[config.mk]
export PLATFORM = sky130hd
export DESIGN_NAME = i2s_tdm_tx
export DESIGN_NICKNAME = d
export VERILOG_FILES = /design/src/rtl/i2s_tdm_tx_pkg.sv /design/src/rtl/i2s_slot_counter.sv /design/src/rtl/i2s_tdm_tx.sv
export SDC_FILE = /design/constraint.sdc
export NUM_CORES = 1
export LEC_CHECK = 0
export CAP_MARGIN = 20
export CORE_AREA = 2 2 89 91
export DETAILED_ROUTE_END_ITERATION = 7
export DIE_AREA = 0 0 91 93
export GPL_ROUTABILITY_DRIVEN = 0
export PLACE_DENSITY = 0.69
export SYNTH_ARGS = -nofsm -noshare
export SYNTH_HDL_FRONTEND = slang
export SYNTH_SLANG_ARGS = --single-unit
[constraint.sdc]
create_clock -name sclk_i -period 5.9 [get_ports sclk_i]
set_clock_uncertainty 0.05 [all_clocks]
set_input_delay 1.475 -clock sclk_i [delete_from_list [all_inputs] [get_ports sclk_i]]
set_output_delay 1.475 -clock sclk_i [all_outputs]
set_load 0.01 [all_outputs]
[src/rtl/i2s_tdm_tx_pkg.sv]
// ---------------------------------------------------------------------------
// i2s_tdm_tx_pkg
// Shared definitions for the I2S / TDM serial transmitter:
//   I2S_MODE, LJ_MODE : values of the transmitter MODE parameter
//   state_e           : transmitter FSM state type
//   ws_group()        : word-select level carried by a given slot
// ---------------------------------------------------------------------------
package i2s_tdm_tx_pkg;

  // WS leads the first data bit by one bit clock (classic Philips I2S).
  localparam int unsigned I2S_MODE = 0;
  // WS changes together with the first data bit of a slot.
  localparam int unsigned LJ_MODE  = 1;

  typedef enum logic {
    ST_IDLE = 1'b0,
    ST_RUN  = 1'b1
  } state_e;

  // The first half of the slots in a frame form WS group 0, the second half
  // form WS group 1.
  function automatic logic ws_group(input int unsigned slot,
                                    input int unsigned num_ch);
    return (slot >= (num_ch / 2));
  endfunction

endpackage

[src/rtl/i2s_slot_counter.sv]
// ---------------------------------------------------------------------------
// i2s_slot_counter
// Bit/slot position tracker for one TDM frame of NUM_CH slots, each
// SLOT_WIDTH bit clocks long. Advances once per bit clock while 'advance'
// is high and wraps to bit 0 / slot 0 after the last bit of the frame.
//
// Ports
//   sclk_i    in   bit clock, rising edge
//   rst_i     in   asynchronous active-high reset
//   advance   in   step to the next bit position
//   bit_idx   out  bit position within the current slot (0..SLOT_WIDTH-1)
//   slot_idx  out  current slot (0..NUM_CH-1)
//   last_bit  out  current bit is the final bit of the frame
//   ws_grp    out  WS group of the current slot
// ---------------------------------------------------------------------------
module i2s_slot_counter
  import i2s_tdm_tx_pkg::*;
#(
  parameter int unsigned SLOT_WIDTH = 16,
  parameter int unsigned NUM_CH     = 2,
  parameter int unsigned BIT_W      = (SLOT_WIDTH > 1) ? $clog2(SLOT_WIDTH) : 1,
  parameter int unsigned SLOT_W     = $clog2(NUM_CH)
) (
  input  logic              sclk_i,
  input  logic              rst_i,
  input  logic              advance,
  output logic [BIT_W-1:0]  bit_idx,
  output logic [SLOT_W-1:0] slot_idx,
  output logic              last_bit,
  output logic              ws_grp
);

  localparam logic [BIT_W-1:0]  BIT_MAX  = BIT_W'(SLOT_WIDTH - 1);
  localparam logic [SLOT_W-1:0] SLOT_MAX = SLOT_W'(NUM_CH - 1);

  logic slot_end;

  assign slot_end = (bit_idx == BIT_MAX);
  assign last_bit = slot_end && (slot_idx == SLOT_MAX);
  assign ws_grp   = ws_group(32'(slot_idx), NUM_CH);

  // NOTE: clocked state is written with non-blocking assignments so every
  // register samples the values from before the edge, independent of the
  // statement order inside the block.
  always_ff @(posedge sclk_i or posedge rst_i) begin
    if (rst_i) begin
      bit_idx  <= '0;
      slot_idx <= '0;
    end else if (advance) begin
      if (slot_end) begin
        bit_idx  <= '0;
        slot_idx <= last_bit ? '0 : slot_idx + SLOT_W'(1);
      end else begin
        bit_idx  <= bit_idx + BIT_W'(1);
      end
    end
  end

endmodule

[src/rtl/i2s_tdm_tx.sv]
// ---------------------------------------------------------------------------
// i2s_tdm_tx
// I2S / left-justified TDM serial transmitter with a one-frame holding
// register. Frames of NUM_CH samples (PKT_WIDTH bits each) are accepted
// through a valid/ready handshake and shifted out MSB first, one slot of
// SLOT_WIDTH bits per channel, with zero padding after each sample.
// A frame boundary with nothing to send emits an all-zero frame and
// records an underflow.
//
// Parameters
//   PKT_WIDTH   sample bits per channel
//   SLOT_WIDTH  bit clocks per slot (>= PKT_WIDTH)
//   NUM_CH      channels per frame (2, 4 or 8)
//   MODE        I2S_MODE (WS one bit early) or LJ_MODE (WS aligned)
//
// Ports
//   sclk_i          in   bit clock, all logic on the rising edge
//   rst_i           in   asynchronous active-high reset
//   enable_i        in   run request, sampled at frame boundaries
//   frame_i         in   frame samples, channel 0 in the low PKT_WIDTH bits
//   frameValid_i    in   frame_i valid
//   frameReady_o    out  holding register empty
//   ws_o            out  word select
//   sdata_o         out  serial data
//   underflow_o     out  one-cycle pulse per zero frame inserted
//   underflowCnt_o  out  saturating count of inserted zero frames
// ---------------------------------------------------------------------------
module i2s_tdm_tx
  import i2s_tdm_tx_pkg::*;
#(
  parameter int unsigned PKT_WIDTH  = 16,
  parameter int unsigned SLOT_WIDTH = 16,
  parameter int unsigned NUM_CH     = 2,
  parameter int unsigned MODE       = I2S_MODE
) (
  input  logic                        sclk_i,
  input  logic                        rst_i,
  input  logic                        enable_i,
  input  logic [NUM_CH*PKT_WIDTH-1:0] frame_i,
  input  logic                        frameValid_i,
  output logic                        frameReady_o,
  output logic                        ws_o,
  output logic                        sdata_o,
  output logic                        underflow_o,
  output logic [7:0]                  underflowCnt_o
);

  localparam int unsigned SHIFT_W = NUM_CH * PKT_WIDTH;
  localparam int unsigned BIT_W   = (SLOT_WIDTH > 1) ? $clog2(SLOT_WIDTH) : 1;
  localparam int unsigned SLOT_W  = $clog2(NUM_CH);
  localparam logic [BIT_W-1:0] BIT_MAX = BIT_W'(SLOT_WIDTH - 1);

  state_e              state_q, state_d;
  logic                pending_q;
  logic [SHIFT_W-1:0]  hold_q;
  logic [SHIFT_W-1:0]  shreg_q;

  logic [BIT_W-1:0]    bit_idx;
  logic [SLOT_W-1:0]   slot_idx;
  logic [SLOT_W-1:0]   slot_next;
  logic                last_bit;
  logic                ws_grp;
  logic                ws_next;

  logic                run;
  logic                data_phase;
  logic                accept;
  logic                hold_we;
  logic                load_hold;
  logic                load_bypass;
  logic                load_zero;

  // Reorders a frame so channel 0 sits at the top of the shift register;
  // shifting left then emits channel 0 MSB first, then channel 1, and so on.
  function automatic logic [SHIFT_W-1:0] pack_frame(input logic [SHIFT_W-1:0] f);
    logic [SHIFT_W-1:0] r;
    r = '0;
    for (int unsigned n = 0; n < NUM_CH; n++) begin
      r[(NUM_CH-1-n)*PKT_WIDTH +: PKT_WIDTH] = f[n*PKT_WIDTH +: PKT_WIDTH];
    end
    return r;
  endfunction

  i2s_slot_counter #(
    .SLOT_WIDTH (SLOT_WIDTH),
    .NUM_CH     (NUM_CH),
    .BIT_W      (BIT_W),
    .SLOT_W     (SLOT_W)
  ) u_slot_counter (
    .sclk_i   (sclk_i),
    .rst_i    (rst_i),
    .advance  (run),
    .bit_idx  (bit_idx),
    .slot_idx (slot_idx),
    .last_bit (last_bit),
    .ws_grp   (ws_grp)
  );

  assign run = (state_q == ST_RUN);

  // Ready is held low while reset is asserted and rises as soon as it lifts.
  assign frameReady_o = !pending_q && !rst_i;
  assign accept       = frameValid_i && frameReady_o;
  // A frame taken straight into the shift register never occupies the
  // holding register.
  assign hold_we      = accept && !load_bypass;

  // Sample bits occupy the first PKT_WIDTH bit clocks of a slot; the rest
  // of the slot is zero padding and the shift register waits.
  assign data_phase = ({1'b0, bit_idx} < (BIT_W + 1)'(PKT_WIDTH));

  // WS group of the following bit clock, wrapping to frame bit 0.
  assign slot_next = (bit_idx == BIT_MAX) ? slot_idx + SLOT_W'(1) : slot_idx;
  assign ws_next   = last_bit ? ws_group(0, NUM_CH)
                              : ws_group(32'(slot_next), NUM_CH);

  assign sdata_o = run && data_phase && shreg_q[SHIFT_W-1];

  always_comb begin
    ws_o = 1'b0;
    if (run) begin
      ws_o = (MODE == LJ_MODE) ? ws_grp : ws_next;
    end
  end

  // NOTE: every signal driven here gets its default before any branch so
  // no path leaves it unassigned, which would otherwise infer a latch.
  always_comb begin
    state_d     = state_q;
    load_hold   = 1'b0;
    load_bypass = 1'b0;
    load_zero   = 1'b0;
    unique case (state_q)
      ST_IDLE: begin
        if (enable_i && pending_q) begin
          state_d   = ST_RUN;
          load_hold = 1'b1;
        end
      end
      ST_RUN: begin
        // Frames are only ever switched on their last bit, so dropping
        // enable_i lets the current frame finish before returning to idle.
        if (last_bit) begin
          if (!enable_i) begin
            state_d = ST_IDLE;
          end else if (pending_q) begin
            load_hold = 1'b1;
          end else if (accept) begin
            load_bypass = 1'b1;
          end else begin
            load_zero = 1'b1;
          end
        end
      end
      default: state_d = ST_IDLE;
    endcase
  end

  always_ff @(posedge sclk_i or posedge rst_i) begin
    if (rst_i) begin
      state_q        <= ST_IDLE;
      pending_q      <= 1'b0;
      shreg_q        <= '0;
      underflow_o    <= 1'b0;
      underflowCnt_o <= '0;
    end else begin
      state_q     <= state_d;
      underflow_o <= load_zero;

      if (load_zero && (underflowCnt_o != 8'hFF)) begin
        underflowCnt_o <= underflowCnt_o + 8'd1;
      end

      // load_hold requires pending_q, which blocks a handshake in the same
      // cycle, so the two branches never compete.
      if (hold_we) begin
        pending_q <= 1'b1;
      end else if (load_hold) begin
        pending_q <= 1'b0;
      end

      if (load_hold) begin
        shreg_q <= pack_frame(hold_q);
      end else if (load_bypass) begin
        shreg_q <= pack_frame(frame_i);
      end else if (load_zero) begin
        shreg_q <= '0;
      end else if (run && data_phase) begin
        shreg_q <= {shreg_q[SHIFT_W-2:0], 1'b0};
      end
    end
  end

  // NOTE: the holding register is payload only and is not reset; pending_q
  // (which is reset) decides whether its contents are ever used.
  always_ff @(posedge sclk_i) begin
    if (hold_we) begin
      hold_q <= frame_i;
    end
  end

endmodule

==> results of run 1 <==
==> layout make-up <==
type / count / area (sq um)
flip-flops and latches: 80 / 2162
clock buffers: 10 / 127.6
fillers: 657 / 3216
inverters: 2 / 7.507
repair buffers: 55 / 543.0
well taps: 102 / 127.6
multi-input cells: 185 / 1306
clock inverters: 6 / 37.54
==> final timing paths <==
path	to	slack (ns)	from	depth (start not counted)
min in group asynchronous	shreg_q[16]	1.41	rst_i	2
setup / recovery	frameReady_o	1.79	rst_i	3
hold / removal	underflowCnt_o[5]	0.45	underflowCnt_o[5]	1
hold reg to reg	underflowCnt_o[5]	0.45	underflowCnt_o[5]	1
setup reg to reg	shreg_q[7]	3.01	run	5
max in group asynchronous	shreg_q[8]	3.89	rst_i	3
==> sequential cells by signal, summed over array words and instances, names as in the netlist <==
register / count
hold_q: 32
pending_q: 1
run: 1
shreg_q: 32
u_slot_counter.bit_idx: 4
u_slot_counter.slot_idx: 1
underflowCnt_o: 8
underflow_o: 1
==> layout by cell type, fill, tap and decap left out, drive strengths merged, types with 2 or more instances in the layout <==
master,n
and4b,2
clkinv,6
nand4,4
ha,3
nor2b,3
nand2,5
a22oi,31
nand3,6
and2,4
inv,2
xnor2,5
a21oi,34
clkbuf,10
o21ai,3
a31oi,2
nor3,33
dfrtp,48
and3,2
a221o,31
edfxtp,32
nor2,3
mux2i,2
buf,8
mux2,4
clkdlybuf4s50,47
==> through the flow <==
step | hold WS, ns | cells | area (sq um) | setup WS (ns) | total power [mW]
floorplan | 0.4139 | 298 | 3615 | 2.743 | 1.040
CTS | 0.4529 | 439 | 4292 | 1.781 | 1.497
global route | 0.4816 | 440 | 4312 | 1.741 | 1.589
global placement | 0.4349 | 423 | 4126 | 1.789 | 1.133
detailed placement | 0.4432 | 423 | 4126 | 1.781 | 1.148
finish | 0.4453 | 440 | 4312 | 1.789 | 1.489
==> routing by layer <==
metal | routed length [microns] | global-route usage | up-vias
li1 | - | - | 1252
met1 | 3654 | 0.2878 | 1309
met2 | 3950 | 0.3080 | 75
met3 | 381 | 0.04110 | 2
met4 | 37 | 0.07071 | 0
met5 | 0 | 0 | -
==> critical path: stages <==
cell             delay [ns]
clkdlybuf4s50_1        0.46
nor2_1                 0.11
clkdlybuf4s50_1        0.54
==> where the power goes <==
group / switching, mW / internal [mW]
clock: 0.196 / 0.152
sequential: 0.0760 / 0.692
combinational: 0.180 / 0.193
==> kinds of logic (layout without fill, tap and decap cells) <==
kind of cell	after synthesis	count (layout)	synth area share
compound gates	105	105	0.2143
flops	80	80	0.5981
simple gates	66	66	0.1052
buf+inv	33	73	0.04188
mux	6	6	0.01800
xor+xnor	5	5	0.01211
fa+ha+maj	3	3	0.01039
==> results.json, run 1 <==
{
  "required_ns": 4.38,
  "area_growth_pct": 19.28,
  "drv_slew": 0,
  "firstDrtPassIters": 4,
  "rsz0062_at_grt": "false",
  "drt_drc_violations_left": 0,
  "vias_per_cell": 5.995,
  "antenna_found_initial": 0,
  "synth_area_per_cell_sq_um": 12.13,
  "synth_top_area_cell": "dfrtp_1",
  "drive_gt1_frac": 0.1006,
  "cp-start-kind": "input port",
  "wl_per_cell_microns": 18.23,
  "seq_area_frac_synth": 0.5981,
  "slew_headroom": 0.4622,
  "cts_buffers": 9,
  "drt_iter0_markers": 195,
  "async_flop_share": 0.6000,
  "synth.area.top_cells": "dfrtp_1 33%, edfxtp_1 27%, a221o_1 8.6%",
  "ys_types": 37,
  "ys.flop_type": "dfrtp_1",
  "cp.arrival_ns": 2.59,
  "yosysMostFrequentCell": "dfrtp_1",
  "synth_edf_count": 32,
  "coreArea_sq_um": 7527,
  "synthTopCellsByCount": "48 x dfrtp_1, 34 x a21oi_1, 32 x edfxtp_1, 32 x nor3_1",
  "hold_viol": 0,
  "initial_core_util": 0.4802,
  "n_antenna_cell": 0,
  "ant_nets": 0,
  "period_share": 0.6968,
  "power_leakage_nw": 1.818,
  "hp-class": "flop to flop",
  "drv_cap": 0,
  "fmax_mhz": 243.3,
  "critical_path_class": "input port to output port",
  "grt_pass1_wl_mm": 13.37,
  "hold_buffers": 0,
  "yosys_register_bits": 80,
  "rows": 32,
  "status": "finished, final reports clean",
  "cts_resized": 0,
  "cts.reportedPaths.clkPinSlew_ns": 0.08,
  "vias": 2638,
  "netlist_instances": 298,
  "yosysTopAreaCellShare": 0.3323,
  "clock_sinks": 80,
  "globalRouteTotalUtil": 0.2012,
  "synth_fp_nets": 337,
  "setup_violations": 0,
  "io_pins": 48,
  "cts_max_level": 3,
  "peakVddDrop_mv": 0.1499,
  "syn_area_sq_um": 3615,
  "first_global_vias": 2660,
  "cts_setup_buffers": 0,
  "die_x_microns": 91,
  "finalNetCount": 372,
  "cts_tree": "yes",
  "ys_warn_count": 0,
  "setup_tns_ns": 0,
  "overflow": 0,
  "clock_latency_ns": 0.34,
  "root_buffer": "clkbuf_8",
  "worst_pin_slew_ns": 0.8061,
  "post-route-util": 0.5728,
  "port_buffers": 47,
  "period_minus_slack_ns": 4.111,
  "cts_buffer_depth": 2,
  "hpwlAfterDp_mm": 4.710,
  "die_area_sq_um": 8463,
  "grt_max_degree": 66,
  "cp-end-kind": "output port",
  "power_density_nw_per_um2": 345.4,
  "drt_wl_total_mm": 8.023,
  "cp_max_fo": 4,
  "die-height_microns": 93
}
No activity file was read; power rests on OpenSTA's default activity.
==> run 2, diff against run 1 <==
Clock period 5.9 ns to 3.9 ns, I/O delays scaled along.
==> run 2 against run 1 <==
Effect of this change: sequential power grew 51%; critical path depth grew 2; combinational power grew 54%; hold slack gained 0.019 ns.
==> results.json, run 2 (synthesized netlist as in run 1, its figures left out) <==
{
  "ant_nets": 0,
  "cts_tree": "yes",
  "place_area_sq_um": 4156,
  "drive_gt1_frac": 0.1114,
  "power_leakage_nw": 1.851,
  "peakVddDrop_mv": 0.3782,
  "seqCellArea_sq_um": 2162,
  "vias_per_cell": 6.002,
  "multiInputGateArea_sq_um": 1306,
  "hold_slack_ns": 0.4647,
  "drt_drc_violations_left": 0,
  "rrSetupSlack_ns": 1.17,
  "critical_path_class": "flop to output port",
  "r2r_end": "shreg_q[19]",
  "cp-start-kind": "flop",
  "drt_iter0_markers": 196,
  "die_x_microns": 91,
  "power_density_nw_per_um2": 538.8,
  "hpwlAfterDp_mm": 4.736,
  "hp-start": "u_slot_counter.slot_idx",
  "cts_resized": 0,
  "fillers": 666,
  "cts_max_level": 3,
  "die-height_microns": 93,
  "drv_cap": 0,
  "routed.top_layer": "met4",
  "worst-r2r-cell-count": 8,
  "initial_core_util": 0.4802,
  "drt_wl_total_mm": 8.085,
  "finalNetCount": 375,
  "root_buffer": "clkbuf_8",
  "met1Wirelength_mm": 3.612,
  "clock_latency_ns": 0.35,
  "cts.reportedPaths.clkPinSlew_ns": 0.08,
  "firstDrtPassIters": 5,
  "first_global_vias": 2722,
  "io_pins": 48,
  "hold_buffers": 0,
  "globalRouteTotalUtil": 0.2029,
  "rows": 32,
  "hp-class": "flop to flop",
  "dp_slack_ns": 0.7713,
  "setup_ws_ns": 0.6926,
  "vias": 2659,
  "status": "finished, final reports clean",
  "port_buffers": 47,
  "route.met2.wl_mm": 3.962,
  "route.met3.wl_microns": 449,
  "overflow": 0,
  "drv_slew": 0,
  "period_minus_slack_ns": 3.207,
  "n_antenna_cell": 0,
  "grt_max_degree": 50,
  "fmax_mhz": 311.8,
  "cp.arrival_ns": 2.18,
  "antenna_found_initial": 0,
  "slew_headroom": 0.5730,
  "wl_per_cell_microns": 18.25,
  "postLayoutCellArea_sq_um": 4382,
  "grt_pass1_wl_mm": 13.67,
  "holdPathEnd": "u_slot_counter.slot_idx",
  "setup_tns_ns": 0,
  "largest_registers": "hold_q (32), shreg_q (32), underflowCnt_o (8)",
  "hold_depth": 1,
  "setup_violations": 0,
  "worst_pin_slew_ns": 0.6405,
  "required_ns": 2.87,
  "layout_commonest_cell": "dfrtp_1",
  "design_power_total_mw": 2.361,
  "clock_sinks": 80,
  "hold_viol": 0,
  "area_growth_pct": 21.22,
  "rsz0062_at_grt": "false",
  "final_cell_mix": "48 x dfrtp_1, 47 x clkdlybuf4s50_1, 34 x a21oi_1",
  "period_share": 0.8224,
  "cts_buffer_depth": 2,
  "cp-end-kind": "output port",
  "cts_buffers": 9,
  "coreArea_sq_um": 7527,
  "cp_max_fo": 5,
  "cts_setup_buffers": 0,
  "timing.rr.start": "u_slot_counter.bit_idx[0]",
  "die_area_sq_um": 8463
}
-- run 2: cell types whose count changed in the layout (fill, tap and decap cells not counted) --
cell	change
clkinv_4	+1
buf_8	+1
clkbuf_1	-1
inv_4	+1
bufinv_16	+1
clkinv_2	-3
clkbuf_8	+1
buf_4	+2
-- run 2: worst max path at each step --
stage / start / end / slack, ns / depth (start not counted)
6_report: u_slot_counter.bit_idx[0] / ws_o / 0.69 / 5
5_1_grt: u_slot_counter.bit_idx[0] / ws_o / 0.60 / 5
4_1_cts: u_slot_counter.bit_idx[0] / ws_o / 0.68 / 5
3_5_place_dp: rst_i / frameReady_o / 0.77 / 3
3_3_place_gp: rst_i / frameReady_o / 0.79 / 3
2_1_floorplan: u_slot_counter.bit_idx[0] / hold_q[0] / 1.42 / 5
-- run 2: cell type report --
type	count	area share
Sequential cell	80	0.4934
Timing Repair Buffer	58	0.1308
Multi-Input combinational cell	185	0.2981
Tap cell	102	0.02913
Inverter	2	0.001713
Clock buffer	10	0.03141
Clock inverter	6	0.01542
-- run 2: critical path: stages (launching register included) --
cell,delay [ns]
dfrtp_1,0.43
ha_1,0.25
and3_1,0.21
ha_1,0.29
and2_1,0.12
clkdlybuf4s50_1,0.53
-- run 2: routing by layer --
layer / global-route usage / vias to the layer above
li1: - / 1256
met1: 0.2840 / 1317
met2: 0.3173 / 78
met3: 0.05882 / 8
met4: 0.04419 / 0
met5: 0 / -
-- run 2: stage by stage --
stage          instances  utilization
2_1_floorplan        298            -
3_3_place_gp         425       0.5502
3_5_place_dp         426       0.5522
4_1_cts              442       0.5795
5_1_grt              443       0.5821
6_report             443       0.5821
-- run 2: report_power, final --
part / switching [mW] / internal, mW
combinational: 0.276 / 0.299
clock: 0.310 / 0.316
sequential: 0.112 / 1.05
==> run 3, diff against run 2 <==
Clock period 3.9 ns to 3 ns, I/O delays scaled along.
==> run 3 against run 2 <==
Effect of this change: register-to-register slack worse by 0.52 ns; die area stayed put; cell count is 1.1% higher; sequential share of layout area is 0.21 points lower; total power is 30% higher; first-iteration DRC count is 24% higher; design area is 0.43% higher; routed wire length is 3.3% higher; utilization is 0.25 points higher; sequential power is 30% higher; critical endpoint is now frameReady_o; largest power group unchanged.
==> results.json, run 3 (synthesized netlist as in run 1, its figures left out) <==
{
  "globalRouteTotalUtil": 0.2094,
  "drt_wl_total_mm": 8.355,
  "internal_power_mw": 2.167,
  "worst_pin_slew_ns": 0.7727,
  "vias_per_cell": 6.134,
  "largest_registers": "hold_q (32), shreg_q (32), underflowCnt_o (8)",
  "wl_per_cell_microns": 18.65,
  "cts_buffer_depth": 2,
  "hpwlAfterDp_mm": 5.094,
  "coreArea_sq_um": 7527,
  "post-route-util": 0.5846,
  "critical_path_class": "input port to output port",
  "status": "finished, final reports clean",
  "first_global_vias": 2672,
  "die_x_microns": 91,
  "cts_buffers": 9,
  "cp-start-kind": "input port",
  "port_buffers": 47,
  "root_buffer": "clkbuf_8",
  "clock_latency_ns": 0.35,
  "power.switching_mw": 0.8965,
  "n_antenna_cell": 0,
  "hp-class": "flop to flop",
  "overflow": 0,
  "peakVddDrop_mv": 0.3965,
  "layout_commonest_cell": "dfrtp_1",
  "firstDrtPassIters": 5,
  "hold_slack_ns": 0.4515,
  "hold_viol": 0,
  "die-height_microns": 93,
  "cts_max_level": 3,
  "power_density_nw_per_um2": 696.2,
  "final_cell_mix": "48 x dfrtp_1, 46 x clkdlybuf4s50_1, 34 x a21oi_1",
  "switching_share": 0.2926,
  "initial_core_util": 0.4802,
  "drv_slew": 0,
  "ant_nets": 0,
  "cp-end-kind": "output port",
  "cp_max_fo": 4,
  "finalNetCount": 380,
  "clock_sinks": 80,
  "rsz0062_at_grt": "false",
  "drv_cap": 0,
  "multiInputGateArea_sq_um": 1306,
  "p_seq_frac": 0.494,
  "hold_buffers": 0,
  "drt_drc_violations_left": 0,
  "setup_ws_ns": 0.3249,
  "antenna_found_initial": 0,
  "required_ns": 2.20,
  "drive_gt1_frac": 0.1214,
  "io_pins": 48,
  "rows": 32,
  "fmax_mhz": 373.8,
  "cts.reportedPaths.clkPinSlew_ns": 0.08,
  "combPwrFrac": 0.244,
  "fillers": 639,
  "grt_pass1_wl_mm": 13.87,
  "period_share": 0.8917,
  "cp.arrival_ns": 1.88,
  "slew_headroom": 0.4843,
  "dp_slack_ns": 0.3157,
  "vias": 2748,
  "seqCellArea_sq_um": 2162,
  "power_leakage_nw": 1.883,
  "setup_tns_ns": 0,
  "design_power_total_mw": 3.064,
  "pwr-share-clk": 0.262,
  "die_area_sq_um": 8463,
  "drt_iter0_markers": 244,
  "area_growth_pct": 21.74,
  "cts_tree": "yes",
  "grt_max_degree": 49,
  "setup_violations": 0,
  "period_minus_slack_ns": 2.675
}
[run 3: routing by layer]
layer,vias up,part of all wire,GRT usage
li1,1267,-,-
met1,1378,0.45,0.2965
met2,95,0.49,0.3241
met3,8,0.054,0.05077
met4,0,0.010,0.05934
met5,-,0,0
[run 3: per-stage QoR]
step / std cells / area (sq um)
after CTS: 448 / 4398
after global placement: 432 / 4194
after floorplan: 298 / 3615
final: 448 / 4400
after global routing: 448 / 4400
after detailed placement: 432 / 4194
[run 3: power groups by stage]
stage	logic (mW)	clock network [mW]	registers, mW
floorplan	0.568	0	1.48
CTS	0.756	0.815	1.51
finish	0.749	0.802	1.51
global placement	0.718	0	1.52
global route	0.843	0.866	1.54
detailed placement	0.750	0	1.52
[run 3: critical path: stages]
cell	delay [ns]
clkdlybuf4s50_1	0.47
nor2_1	0.11
clkdlybuf4s50_1	0.54
[run 3: path summary, 6_finish.rpt]
check                                     startpoint           endpoint  slack, ns  cells after the start
max                                            rst_i       frameReady_o       0.32                      3
min                                underflowCnt_o[5]  underflowCnt_o[5]       0.45                      1
max reg2reg                u_slot_counter.bit_idx[0]         shreg_q[5]       0.65                      8
min reg2reg                        underflowCnt_o[5]  underflowCnt_o[5]       0.45                      1
max in group asynchronous                      rst_i        shreg_q[16]       1.55                      3
min in group asynchronous                      rst_i  underflowCnt_o[5]       0.91                      3
[run 3: what timing repair did]
action / in CTS / in global routing
gates resized for setup: 0 / 1
endpoints found under the setup margin: 0 / 1
buffers inserted: 0 / 0
[run 3: final cells by class]
type / instances / share of cell area
Tap cell: 102 / 0.02900
Sequential cell: 80 / 0.4913
Inverter: 2 / 0.001706
Clock buffer: 14 / 0.04407
Timing Repair Buffer: 63 / 0.1348
Multi-Input combinational cell: 185 / 0.2968
Clock inverter: 2 / 0.002275
